File: src/rtl/risc_spm_pkg.sv
// Shared constants for the RISC-SPM datapath and control unit:
// opcodes, bus select codes and the default word width.
package risc_spm_pkg;

    localparam int unsigned DATAWIDTH_DEFAULT = 8;

    typedef enum logic [3:0] {
        OpNop = 4'd0,
        OpAdd = 4'd1,
        OpSub = 4'd2,
        OpAnd = 4'd3,
        OpNot = 4'd4,
        OpRd  = 4'd5,
        OpWr  = 4'd6,
        OpBr  = 4'd7,
        OpBrz = 4'd8
    } opcode_t;

    typedef enum logic [2:0] {
        Bus1R0 = 3'd0,
        Bus1R1 = 3'd1,
        Bus1R2 = 3'd2,
        Bus1R3 = 3'd3,
        Bus1Pc = 3'd4
    } bus1_sel_t;

    typedef enum logic [1:0] {
        Bus2Alu  = 2'd0,
        Bus2Bus1 = 2'd1,
        Bus2Mem  = 2'd2,
        Bus2Zero = 2'd3
    } bus2_sel_t;

endpackage

File: src/rtl/alu_risc.sv
// Combinational ALU for the RISC-SPM datapath; a comes from bus1, b from Y.
module alu_risc
    import risc_spm_pkg::*;
#(
    parameter int unsigned DATAWIDTH = DATAWIDTH_DEFAULT
) (
    input  logic [DATAWIDTH-1:0] a,
    input  logic [DATAWIDTH-1:0] b,
    input  logic [3:0]           opcode,
    output logic [DATAWIDTH-1:0] alu_out,
    output logic                 alu_zero
);

    always_comb begin
        alu_out = '0;
        case (opcode_t'(opcode))
            OpAdd:   alu_out = a + b;
            OpSub:   alu_out = a - b;
            OpAnd:   alu_out = a & b;
            OpNot:   alu_out = ~a;
            default: alu_out = '0;
        endcase
    end

    assign alu_zero = (alu_out == '0);

endmodule

File: src/rtl/processing_unit.sv
// RISC-SPM datapath: general registers, PC, IR, ADDR, Y, Z flag and the
// two bus multiplexers around the ALU.
module processing_unit
    import risc_spm_pkg::*;
#(
    parameter int unsigned DATAWIDTH = DATAWIDTH_DEFAULT
) (
    input  logic                 clk,
    input  logic                 clr,
    input  logic                 ld_r0,
    input  logic                 ld_r1,
    input  logic                 ld_r2,
    input  logic                 ld_r3,
    input  logic                 ld_pc,
    input  logic                 inc_pc,
    input  logic                 ld_ir,
    input  logic                 ld_address_reg,
    input  logic                 ld_reg_y,
    input  logic                 ld_reg_z,
    input  logic [2:0]           sel_bus1_mux,
    input  logic [1:0]           sel_bus2_mux,
    input  logic [DATAWIDTH-1:0] mem_word,
    output logic [DATAWIDTH-1:0] instruction,
    output logic                 zero,
    output logic [DATAWIDTH-1:0] address,
    output logic [DATAWIDTH-1:0] bus1
);

    logic [DATAWIDTH-1:0] r0_q, r1_q, r2_q, r3_q;
    logic [DATAWIDTH-1:0] pc_q, ir_q, addr_q, y_q;
    logic                 z_q;
    logic [DATAWIDTH-1:0] bus2;
    logic [DATAWIDTH-1:0] alu_out;
    logic                 alu_zero;

    alu_risc #(
        .DATAWIDTH (DATAWIDTH)
    ) u_alu (
        .a        (bus1),
        .b        (y_q),
        .opcode   (ir_q[7:4]),
        .alu_out  (alu_out),
        .alu_zero (alu_zero)
    );

    always_comb begin
        bus1 = '0;
        case (bus1_sel_t'(sel_bus1_mux))
            Bus1R0:  bus1 = r0_q;
            Bus1R1:  bus1 = r1_q;
            Bus1R2:  bus1 = r2_q;
            Bus1R3:  bus1 = r3_q;
            Bus1Pc:  bus1 = pc_q;
            default: bus1 = '0;
        endcase
    end

    always_comb begin
        bus2 = '0;
        case (bus2_sel_t'(sel_bus2_mux))
            Bus2Alu:  bus2 = alu_out;
            Bus2Bus1: bus2 = bus1;
            Bus2Mem:  bus2 = mem_word;
            default:  bus2 = '0;
        endcase
    end

    // Every load samples the pre-edge bus2, so a register may feed its own update.
    always_ff @(posedge clk) begin
        if (clr) begin
            r0_q   <= '0;
            r1_q   <= '0;
            r2_q   <= '0;
            r3_q   <= '0;
            pc_q   <= '0;
            ir_q   <= '0;
            addr_q <= '0;
            y_q    <= '0;
            z_q    <= 1'b0;
        end else begin
            if (ld_r0)          r0_q   <= bus2;
            if (ld_r1)          r1_q   <= bus2;
            if (ld_r2)          r2_q   <= bus2;
            if (ld_r3)          r3_q   <= bus2;
            if (ld_pc)          pc_q   <= bus2;
            else if (inc_pc)    pc_q   <= pc_q + DATAWIDTH'(1);
            if (ld_ir)          ir_q   <= bus2;
            if (ld_address_reg) addr_q <= bus2;
            if (ld_reg_y)       y_q    <= bus2;
            if (ld_reg_z)       z_q    <= alu_zero;
        end
    end

    assign instruction = ir_q;
    assign zero        = z_q;
    assign address     = addr_q;

endmodule

File: config.mk
export PLATFORM = sky130hd
export DESIGN_NAME = processing_unit
export DESIGN_NICKNAME = d
export VERILOG_FILES = /design/src/rtl/risc_spm_pkg.sv /design/src/rtl/alu_risc.sv /design/src/rtl/processing_unit.sv
export SDC_FILE = /design/constraint.sdc
export NUM_CORES = 1
export LEC_CHECK = 0
export CORE_ASPECT_RATIO = 0.5
export CORE_MARGIN = 3
export CORE_UTILIZATION = 45
export DETAILED_ROUTE_END_ITERATION = 10
export PLACE_DENSITY = 0.64
export SETUP_SLACK_MARGIN = 0.05
export SYNTH_ARGS = -nofsm -noshare
export SYNTH_HDL_FRONTEND = slang
export SYNTH_SLANG_ARGS = --single-unit
File: constraint.sdc
create_clock -name clk -period 6.9 [get_ports clk]
set_input_delay 1.035 -clock clk [delete_from_list [all_inputs] [get_ports clk]]
set_output_delay 1.035 -clock clk [all_outputs]
set_load 0.01 [all_outputs]
# Word level (Yosys, flattened, before mapping)
# Cells that the tools add are included.
# W data, S select, Z words.
dict set report word_totals {
  reg_bits 65
  out_inout_bits 25
  wordCells 33
}
dict set report op_classes {
  addsub 3
  eq_ne 10
  muxes 5
  bitwise 2
  n_reduce_logical 4
}
# op count
set ops {}
lappend ops {{$pmux W8 S5} 1}
lappend ops {{$pmux W8 S4} 1}
lappend ops {{$pmux W8 S3} 1}
lappend ops {{$mux W8} 2}
lappend ops {{$add A8 B1 Y8 const B} 1}
lappend ops {{$add A8 B8 Y8} 1}
lappend ops {{$and A8 B8 Y8} 1}
lappend ops {{$eq A4 B2 Y1 const B} 2}
lappend ops {{$logic_not A8 Y1} 1}
lappend ops {{$not A8 Y8} 1}
lappend ops {{$sub A8 B8 Y8} 1}
lappend ops {{$eq A3 B2 Y1 const B} 2}
lappend ops {{$eq A4 B1 Y1 const B} 1}
lappend ops {{$eq A4 B3 Y1 const B} 1}
lappend ops {{$eq A3 B1 Y1 const B} 1}
lappend ops {{$eq A3 B3 Y1 const B} 1}
lappend ops {{$logic_not A3 Y1} 1}
lappend ops {{$eq A2 B1 Y1 const B} 1}
lappend ops {{$eq A2 B2 Y1 const B} 1}
lappend ops {{$logic_not A2 Y1} 1}
lappend ops {{$reduce_bool A2 Y1} 1}

# Longest topological paths before layout
# Gate-level depths: netlist of run 1.
dict set report logic_depth {
  word_depth 6
  depth_mapped 14
  depth_no_buf 13
}

# Cells and area by module
# A second synthesis of run 1 with hierarchy kept.
dict set report unflattened {
  cells_unflattened 407
  hier_area_um2 3632.2
}
# module instances cells_each area_per_inst_um2
set modules_own_cells {}
lappend modules_own_cells {processing_unit 1 313 2909.0}
lappend modules_own_cells {alu_risc 1 94 723.2}

# Least setup slack after synthesis of run 1
# No wires, ideal clock.
dict set report synth_timing {
  path_type {input -> register}
  startpoint {in sel_bus1_mux[0]}
  endpoint {reg z_q (netlist: zero)}
  setup_time_ns 0.087
  t_arrival_ns 4.403
  required_time_ns 6.813
  slack_ns 2.410
  cell_stages 14
  path_cell_list {buf_6 buf_2 mux2_2 a22oi_1 o22ai_1 inv_1 fa_1 nand2b_1 a21oi_1 xnor2_1 o221ai_1 or4b_1 or4_1 o31ai_1}
}
dict set report synth_between {
  elab_chain_len 5
  elab_cells_between_ends 12
  classes_between {add/sub: 2; eq/ne: 4; mux: 2; bitwise: 2; reduce/logical: 2}
}
# item line_no
set synth_rtl {}
lappend synth_rtl {{start, declared} processing_unit.sv:20} ;# input logic [2:0] sel_bus1_mux,
lappend synth_rtl {{$eq A3 B3 Y1 (tied with other cells)} processing_unit.sv:48} ;# case (bus1_sel_t'(sel_bus1_mux))
lappend synth_rtl {{$pmux W8 S5 (*)} processing_unit.sv:48}
lappend synth_rtl {{via bus1[1]} processing_unit.sv:26} ;# output logic [DATAWIDTH-1:0] bus1
lappend synth_rtl {{$sub A8 B8 Y8 (tied with other cells)} alu_risc.sv:18} ;# OpSub: alu_out = a - b;
lappend synth_rtl {{$pmux W8 S4 (*)} alu_risc.sv:16} ;# case (opcode_t'(opcode))
lappend synth_rtl {{$logic_not A8 Y1 (*)} alu_risc.sv:25} ;# assign alu_zero = (alu_out == '0);
lappend synth_rtl {{end signal, assigned} processing_unit.sv:90} ;# if (ld_reg_z) z_q <= alu_zero;
lappend synth_rtl {{end, declared} processing_unit.sv:31} ;# logic z_q;
# Mark *: on every way through the listed nets, which the timed path passes. The rest lies on a longest branch.
# A chain may end at the register's enable or synchronous reset.

# Worst setup path after layout of run 1
dict set report layout_timing {
  startpoint {in sel_bus1_mux[0]}
  endpoint {reg z_q (netlist: zero)}
}
dict set report layout_between {
  elab_chain_len 5
  elab_cells_between_ends 12
  classes_between {add/sub: 2; eq/ne: 4; mux: 2; bitwise: 2; reduce/logical: 2}
}
# item line_no
set layout_rtl {}
lappend layout_rtl {{$eq A3 B3 Y1 (tied with other cells)} processing_unit.sv:48}
lappend layout_rtl {{$pmux W8 S5 (*)} processing_unit.sv:48}
lappend layout_rtl {{$sub A8 B8 Y8 (tied with other cells)} alu_risc.sv:18}
lappend layout_rtl {{$pmux W8 S4 (*)} alu_risc.sv:16}
lappend layout_rtl {{$logic_not A8 Y1 (*)} alu_risc.sv:25}
# Mark *: on every way between the ends. The rest lies on a longest branch, timed or not.

==> results_tabular.tex, run 1 <==
\begin{tabular}{lr}
\hline
Metric & Value \\
\hline
\multicolumn{2}{l}{\textbf{Status}} \\
Status & complete, no violations \\
\multicolumn{2}{l}{\textbf{Cells and area}} \\
Final Util & 59.1\% \\
Sequential cell area & 1300 µm² \\
Antenna diode instance count & 0 \\
Area growth from synthesis to final layout & 20.3\% \\
Area taken by multi-input logic gates & 2300 µm² \\
Number of nets at the end of the flow & 510 \\
Proportion of layout cells with a drive suffix above 1 & 8.98\% \\
FILL cells & 679 \\
\multicolumn{2}{l}{\textbf{Detailed routing}} \\
Starting DRT DRC Count & 229 \\
Overall via count from detail\_route & 3535 \\
Average wire length per cell after detail routing & 18.7 µm \\
DRC errors left & 0 \\
Number of nets still failing antenna checks after routing & 0 \\
DRT Pass-1 Iters & 4 \\
Final wirelength & 11000 µm \\
Via-to-Cell Ratio & 6.02 \\
\multicolumn{2}{l}{\textbf{Critical path}} \\
Capturing point of the worst reg2reg path & zero \\
Reg2reg setup slack & 2.85 ns \\
Worst path slowest cell & sky130\_fd\_sc\_hd\_\_clkdlybuf4s50\_1 \\
Endpoint type of the worst setup path & flop \\
Crit path launch & sel\_bus1\_mux[0] \\
Number of cell instances on the worst register-to-register path & 10 \\
Critical register-to-register path startpoint & instruction[5] \\
CP startpoint kind & primary input \\
Critical path peak fanout & 19 \\
Data required, critical path & 7.15 ns \\
Worst path arrival time & 5.75 ns \\
Path type of the worst setup path & in -> reg \\
CP max stage delay & 0.97 ns \\
Critical path, cell by cell & clkdlybuf4s50\_1, nor2b\_1, a22oi\_1, o22ai\_1, inv\_1, fa\_1, nand2b\_1, a21oi\_1, xnor2\_1, o221ai\_1, or4b\_1, or4\_1, o31ai\_1 \\
\multicolumn{2}{l}{\textbf{STA}} \\
Post-route fraction of the period consumed by the critical path & 79.7\% \\
Final hold violation count & 0 \\
Highest achievable clock rate & 0.182 GHz \\
Count of pins over their slew limit & 0 \\
Setup repair after global routing missed its margin & false \\
Total negative slack for setup checks & 0 ns \\
Worst Clk Skew & 0.00655 ns \\
Slew Limit Headroom & 29.8\% \\
Slew at the pin with the worst max-slew slack & 1.05 ns \\
Final worst path period need & 5.50 ns \\
Final number of setup-violating endpoints & 0 \\
\multicolumn{2}{l}{\textbf{Logic synthesis}} \\
Cell types occupying the most area after synthesis & sky130\_fd\_sc\_hd\_\_dfxtp\_1 34\%, sky130\_fd\_sc\_hd\_\_a211oi\_1 10\%, sky130\_fd\_sc\_hd\_\_nor2\_1 8.0\% \\
Mean Syn Cell Area & 8.44 µm² \\
Most frequent cell after synthesis & sky130\_fd\_sc\_hd\_\_nor2\_1 \\
Proportion of synthesized chip area in sequential cells & 34.3\% \\
Post-synthesis async set-or-reset flop share & 0\% \\
Mapped Nets & 486 \\
Count of mapped cells out of synthesis & 450 \\
Warnings from Yosys & 0 \\
Number of enable flip-flop cells after synthesis & 0 \\
Cell type contributing the most total cell area after synthesis & sky130\_fd\_sc\_hd\_\_dfxtp\_1 \\
Most used flip-flop cell after synthesis & sky130\_fd\_sc\_hd\_\_dfxtp\_1 \\
Total of flip-flops plus latches after synthesis & 65 \\
Leading post-synthesis cells by instance count & 81 x sky130\_fd\_sc\_hd\_\_nor2\_1, 65 x sky130\_fd\_sc\_hd\_\_dfxtp\_1, 52 x sky130\_fd\_sc\_hd\_\_a211oi\_1, 24 x sky130\_fd\_sc\_hd\_\_clkbuf\_1, 15 x sky130\_fd\_sc\_hd\_\_a21oi\_1 \\
Top-area cell type share of the netlist area & 34.3\% \\
Cell variety after synth & 61 \\
Post-synthesis instance area & 3800 µm² \\
\multicolumn{2}{l}{\textbf{Flow run}} \\
MaxCap Viol Count & 0 \\
\multicolumn{2}{l}{\textbf{Floorplan}} \\
Vert. Die Dim & 71.0 µm \\
Total die area & 9650 µm² \\
Die span in x & 136 µm \\
\# IOs & 50 \\
FP Rows & 22 \\
Starting utilization of the core area & 49.1\% \\
Placeable core area & 7730 µm² \\
\multicolumn{2}{l}{\textbf{Hold path}} \\
Hold-critical path depth & 2 \\
Path class of the lowest-slack min-delay path & reg -> reg \\
Sink of the worst hold path & zero \\
Min-delay src & zero \\
\multicolumn{2}{l}{\textbf{Clock network}} \\
Skew-Pair Late Insertion Delay & 0.33 ns \\
Resized Gates After CTS & 0 \\
Bufs on Longest Clock Path & 2 \\
CTS tree & yes \\
Number of buffers added for setup after CTS & 0 \\
Buffer type at the clock tree root & sky130\_fd\_sc\_hd\_\_clkbuf\_16 \\
Clock input transition at the sequential cells of the worst setup and hold paths & 0.06 ns \\
CTS Hold Bufs & 0 \\
Clock sink count & 65 \\
Level count of the clock H-tree & 3 \\
Cts bufs inserted & 9 \\
\multicolumn{2}{l}{\textbf{Power and ir drop}} \\
Proportion of total power due to net switching & 30.5\% \\
NetSw & 354 µW \\
Combinational cell fraction of total power & 23.4\% \\
Leakage power summed over all cells & 0.00163 µW \\
Areal power density over the cells & 254 nW/µm² \\
Clock network fraction of design power & 39.3\% \\
IR Drop Worst-Case VDD & 0.153 mV \\
Part of the total power dissipated in sequential elements & 37.3\% \\
Internal power component & 805 µW \\
\multicolumn{2}{l}{\textbf{Global route}} \\
Total congestion overflow & 0 \\
Wire length of the first global-routing pass & 17400 µm \\
Overall routing resource usage & 23.2\% \\
Pin count of the biggest net entering global routing & 67 \\
Initial antenna violation count & 0 \\
Vias in the first global route & 3333 \\
\multicolumn{2}{l}{\textbf{Placement}} \\
Post-DP HPWL & 7780 µm \\
Routability-driven placement congestion ratio & 0.892 \\
Number of port buffers & 49 \\
\hline
\end{tabular}
-- cell type report --
cell class	instances	share of cell area (%)
clock buffers	9	4.93
clock inverters	7	1.70
inverters	8	0.657
multi-input cells	339	50.3
flip-flops and latches	65	28.5
well taps	108	2.96
repair buffers	51	11.0
-- critical path, delay by kind of cell --
kind                     cells  cell delay (ns)
adder cells (fa/ha/maj)      1             0.47
AO/OA/AOI/OAI                5             1.25
buffers and inverters        2             1.14
AND/OR/NAND/NOR              4             1.70
XOR/XNOR                     1             0.16
-- power groups by stage --
stage / Combinational [µW] / Clock, µW / Sequential, µW
after CTS: 269 / 462 / 431
after global placement: 261 / 0 / 438
after global routing: 296 / 481 / 435
after floorplan: 188 / 0 / 432
final: 271 / 456 / 432
after detailed placement: 267 / 0 / 439
-- per-stage QoR --
step                hold slack, ns  cells  worst slack [ns]  total power [µW]  area (µm²)
finish                       0.464    587              1.40              1160        4570
CTS                          0.470    587              1.47              1160        4570
detailed placement           0.462    571              1.13               705        4270
floorplan                    0.457    450              2.41               619        3800
global route                 0.489    587              1.14              1210        4570
global placement             0.454    571              1.32               699        4270
-- routing by layer --
layer	vias to the layer above	GRT usage, %	routed length (µm)
li1	1715	-	-
met1	1696	33.0	5540
met2	112	35.4	4720
met3	12	5.61	589
met4	0	5.70	122
met5	-	0	0
-- flip-flops by register name, summed over array words and instances, names as in the netlist --
signal / count
address: 8
instruction: 8
pc_q: 8
r0_q: 8
r1_q: 8
r2_q: 8
r3_q: 8
y_q: 8
zero: 1
-- cells by family (layout without fill, tap and decap cells) --
group / count (synthesis) / in the layout / share of synthesized area [%]
xor+xnor: 16 / 16 / 3.69
simple gates: 171 / 171 / 23.4
compound gates: 128 / 128 / 26.0
fa+ha+maj: 11 / 11 / 3.82
flops: 65 / 65 / 34.3
buf+inv: 46 / 75 / 5.20
mux: 13 / 13 / 3.66
-- worst max-delay path by stage --
stage | slack (ns) | cells past startpoint | to
floorplan | 2.41 | 14 | zero
global placement | 1.32 | 13 | zero
detailed placement | 1.13 | 13 | zero
CTS | 1.47 | 13 | zero
global route | 1.14 | 13 | r3_q[4]
finish | 1.40 | 13 | zero
-- placed cells by master, fill, tap and decap left out, types with 6 or more instances in the layout --
cell and count:
sky130_fd_sc_hd__xnor2_1 14, sky130_fd_sc_hd__dfxtp_1 65, sky130_fd_sc_hd__nand2b_1 8, sky130_fd_sc_hd__clkbuf_16 9
sky130_fd_sc_hd__mux2i_1 6, sky130_fd_sc_hd__a22oi_1 10, sky130_fd_sc_hd__clkdlybuf4s50_1 48, sky130_fd_sc_hd__o21ai_0 6
sky130_fd_sc_hd__ha_1 10, sky130_fd_sc_hd__nor2_1 81, sky130_fd_sc_hd__nand3b_1 8, sky130_fd_sc_hd__nor3b_1 6
sky130_fd_sc_hd__a211oi_2 8, sky130_fd_sc_hd__inv_1 7, sky130_fd_sc_hd__nand2_1 14, sky130_fd_sc_hd__nor3_1 13
sky130_fd_sc_hd__a311oi_1 9, sky130_fd_sc_hd__a211oi_1 52, sky130_fd_sc_hd__nor2b_1 7, sky130_fd_sc_hd__a21oi_1 15
Power figures use the tool's default switching activity.
==> inputs of run 2 (changes only) <==
--- a/config.mk
+++ b/config.mk
@@ -9,7 +9,7 @@
 export CORE_MARGIN = 3
 export CORE_UTILIZATION = 45
 export DETAILED_ROUTE_END_ITERATION = 10
-export PLACE_DENSITY = 0.64
+export PLACE_DENSITY = 0.67
 export SETUP_SLACK_MARGIN = 0.05
 export SYNTH_ARGS = -nofsm -noshare
 export SYNTH_HDL_FRONTEND = slang
==> constraint.sdc (replaced) <==
create_clock -name clk -period 5 [get_ports clk]
set_input_delay 0.75 -clock clk [delete_from_list [all_inputs] [get_ports clk]]
set_output_delay 0.75 -clock clk [all_outputs]
set_load 0.01 [all_outputs]
==> results_tabular.tex, run 2 (synthesized netlist as in run 1, its figures left out) <==
\begin{tabular}{lr}
\hline
Metric & Value \\
\hline
\multicolumn{2}{l}{\textbf{Status}} \\
Status & complete, no violations \\
\multicolumn{2}{l}{\textbf{Cells and area}} \\
Final standard cell area without fillers & 4650 µm² \\
Final Util & 60.2\% \\
Area growth from synthesis to final layout & 22.5\% \\
Antenna diode instance count & 0 \\
Most common cell after layout, fill and taps aside & sky130\_fd\_sc\_hd\_\_nor2\_1 \\
Proportion of layout cells with a drive suffix above 1 & 11.0\% \\
FILL cells & 718 \\
Number of nets at the end of the flow & 521 \\
Commonest cells after routing, fill and taps aside & 81 x sky130\_fd\_sc\_hd\_\_nor2\_1, 65 x sky130\_fd\_sc\_hd\_\_dfxtp\_1, 52 x sky130\_fd\_sc\_hd\_\_a211oi\_1, 48 x sky130\_fd\_sc\_hd\_\_clkdlybuf4s50\_1, 15 x sky130\_fd\_sc\_hd\_\_a21oi\_1 \\
\multicolumn{2}{l}{\textbf{STA}} \\
Slew Limit Headroom & 37.2\% \\
Setup repair after global routing missed its margin & false \\
Highest achievable clock rate & 0.218 GHz \\
Final hold violation count & 0 \\
Count of pins over their slew limit & 0 \\
Final worst path period need & 4.59 ns \\
Total negative slack for setup checks & 0 ns \\
Post-route fraction of the period consumed by the critical path & 91.7\% \\
Worst Clk Skew & 0.00423 ns \\
Final number of setup-violating endpoints & 0 \\
Slew at the pin with the worst max-slew slack & 0.943 ns \\
\multicolumn{2}{l}{\textbf{Detailed routing}} \\
DRT Pass-1 Iters & 5 \\
Via-to-Cell Ratio & 5.89 \\
Final wirelength & 10900 µm \\
Average wire length per cell after detail routing & 18.3 µm \\
Overall via count from detail\_route & 3520 \\
Starting DRT DRC Count & 322 \\
DRC errors left & 0 \\
Number of nets still failing antenna checks after routing & 0 \\
\multicolumn{2}{l}{\textbf{Critical path}} \\
Path type of the worst setup path & in -> reg \\
CP startpoint kind & primary input \\
Buffering stage count on the worst path with inverters included & 1 \\
Critical path peak fanout & 7 \\
Data required, critical path & 5.24 ns \\
Critical path, cell by cell & clkdlybuf4s50\_1, nor2b\_1, a22oi\_1, o22a\_1, ha\_1, fa\_1, nand2b\_1, a21oi\_1, xnor2\_1, o221ai\_1, or4b\_1, or4\_1, o31ai\_1 \\
Crit path max-delay family & simple AND/OR/NAND/NOR gates \\
CP max stage delay & 0.64 ns \\
Crit path launch & sel\_bus1\_mux[0] \\
Endpoint type of the worst setup path & flop \\
Worst path slowest cell & sky130\_fd\_sc\_hd\_\_clkdlybuf4s50\_1 \\
Worst path arrival time & 4.82 ns \\
Critical register-to-register path startpoint & instruction[5] \\
\multicolumn{2}{l}{\textbf{Power and ir drop}} \\
Areal power density over the cells & 347 nW/µm² \\
Leakage power summed over all cells & 0.00168 µW \\
IR Drop Worst-Case VDD & 0.225 mV \\
\multicolumn{2}{l}{\textbf{Floorplan}} \\
FP Rows & 22 \\
Total die area & 9650 µm² \\
Die span in x & 136 µm \\
Placeable core area & 7730 µm² \\
\# IOs & 50 \\
Starting utilization of the core area & 49.1\% \\
Vert. Die Dim & 71.0 µm \\
\multicolumn{2}{l}{\textbf{Clock network}} \\
Buffer type at the clock tree root & sky130\_fd\_sc\_hd\_\_clkbuf\_16 \\
Bufs on Longest Clock Path & 2 \\
Number of buffers added for setup after CTS & 0 \\
CTS Hold Bufs & 0 \\
Skew-Pair Late Insertion Delay & 0.33 ns \\
Clock sink count & 65 \\
Clock input transition at the sequential cells of the worst setup and hold paths & 0.05 ns \\
Cts bufs inserted & 9 \\
Resized Gates After CTS & 0 \\
Level count of the clock H-tree & 3 \\
CTS tree & yes \\
\multicolumn{2}{l}{\textbf{Global route}} \\
Overall routing resource usage & 23.1\% \\
Total congestion overflow & 0 \\
Pin count of the biggest net entering global routing & 67 \\
Wire length of the first global-routing pass & 17600 µm \\
Vias in the first global route & 3259 \\
Initial antenna violation count & 0 \\
\multicolumn{2}{l}{\textbf{Placement}} \\
Post-DP HPWL & 7590 µm \\
Area after detailed placement & 4350 µm² \\
Routability-driven placement congestion ratio & 0.954 \\
Number of port buffers & 49 \\
\multicolumn{2}{l}{\textbf{Hold path}} \\
Path class of the lowest-slack min-delay path & reg -> reg \\
Min-delay src & zero \\
\multicolumn{2}{l}{\textbf{Flow run}} \\
MaxCap Viol Count & 0 \\
\hline
\end{tabular}
==> run 2: cell types whose count changed in the layout (fill, tap and decap cells not counted) <==
| cell | previous run | this run |
|---|---|---|
| sky130_fd_sc_hd__inv_6 | 2 | 1 |
| sky130_fd_sc_hd__buf_4 | 2 | 13 |
| sky130_fd_sc_hd__clkbuf_8 | 0 | 1 |
| sky130_fd_sc_hd__clkinvlp_4 | 1 | 3 |
| sky130_fd_sc_hd__clkinv_4 | 2 | 0 |
==> run 2: final timing paths <==
kind,to,slack [ns],cells after the start
max,zero,0.41,13
min,zero,0.48,2
max reg2reg,zero,0.88,10
min reg2reg,zero,0.48,2
==> run 2: metal layers <==
| metal | track usage [%] | wire, µm | vias to the layer above |
|---|---|---|---|
| met4 | 7.15 | 157 | 0 |
| li1 | - | - | 1736 |
| met1 | 34.6 | 5560 | 1658 |
| met5 | 0 | 0 | - |
| met2 | 32.3 | 4540 | 112 |
| met3 | 5.89 | 654 | 14 |
==> run 2: power breakdown <==
group | switching [µW] | internal [µW] | total (µW)
logic | 212 | 174 | 385
clock network | 236 | 400 | 636
registers | 38.2 | 558 | 596
==> run 2: metrics by stage <==
stage / hold slack, ns / setup WS (ns) / total power, µW / std cells
finish: 0.480 / 0.414 / 1620 / 598
floorplan: 0.457 / 0.795 / 855 / 450
CTS: 0.485 / 0.445 / 1620 / 598
global route: 0.500 / 0.162 / 1690 / 598
detailed placement: 0.477 / 0.103 / 983 / 582
global placement: 0.471 / 0.126 / 984 / 582
==> run 2: worst reg2reg max path, stage by stage, from the launching register on <==
cell and delay, ns:
sky130_fd_sc_hd__dfxtp_1 0.63, sky130_fd_sc_hd__nor4b_4 0.52, sky130_fd_sc_hd__mux2_2 0.42, sky130_fd_sc_hd__fa_1 0.43
sky130_fd_sc_hd__nand2b_1 0.17, sky130_fd_sc_hd__a21oi_1 0.21, sky130_fd_sc_hd__xnor2_1 0.15, sky130_fd_sc_hd__o221ai_1 0.16
sky130_fd_sc_hd__or4b_1 0.59, sky130_fd_sc_hd__or4_1 0.54, sky130_fd_sc_hd__o31ai_1 0.22
==> run 2: final cells by class <==
cell class,instances,area [µm²],share of cell area [%]
clock buffer,10,239,5.13
clock inverter,6,66.3,1.42
inverter,8,30.0,0.645
multi-input combinational,339,2300,49.4
sequential,65,1300,28.0
tap,108,135,2.90
timing repair buffer,62,583,12.5
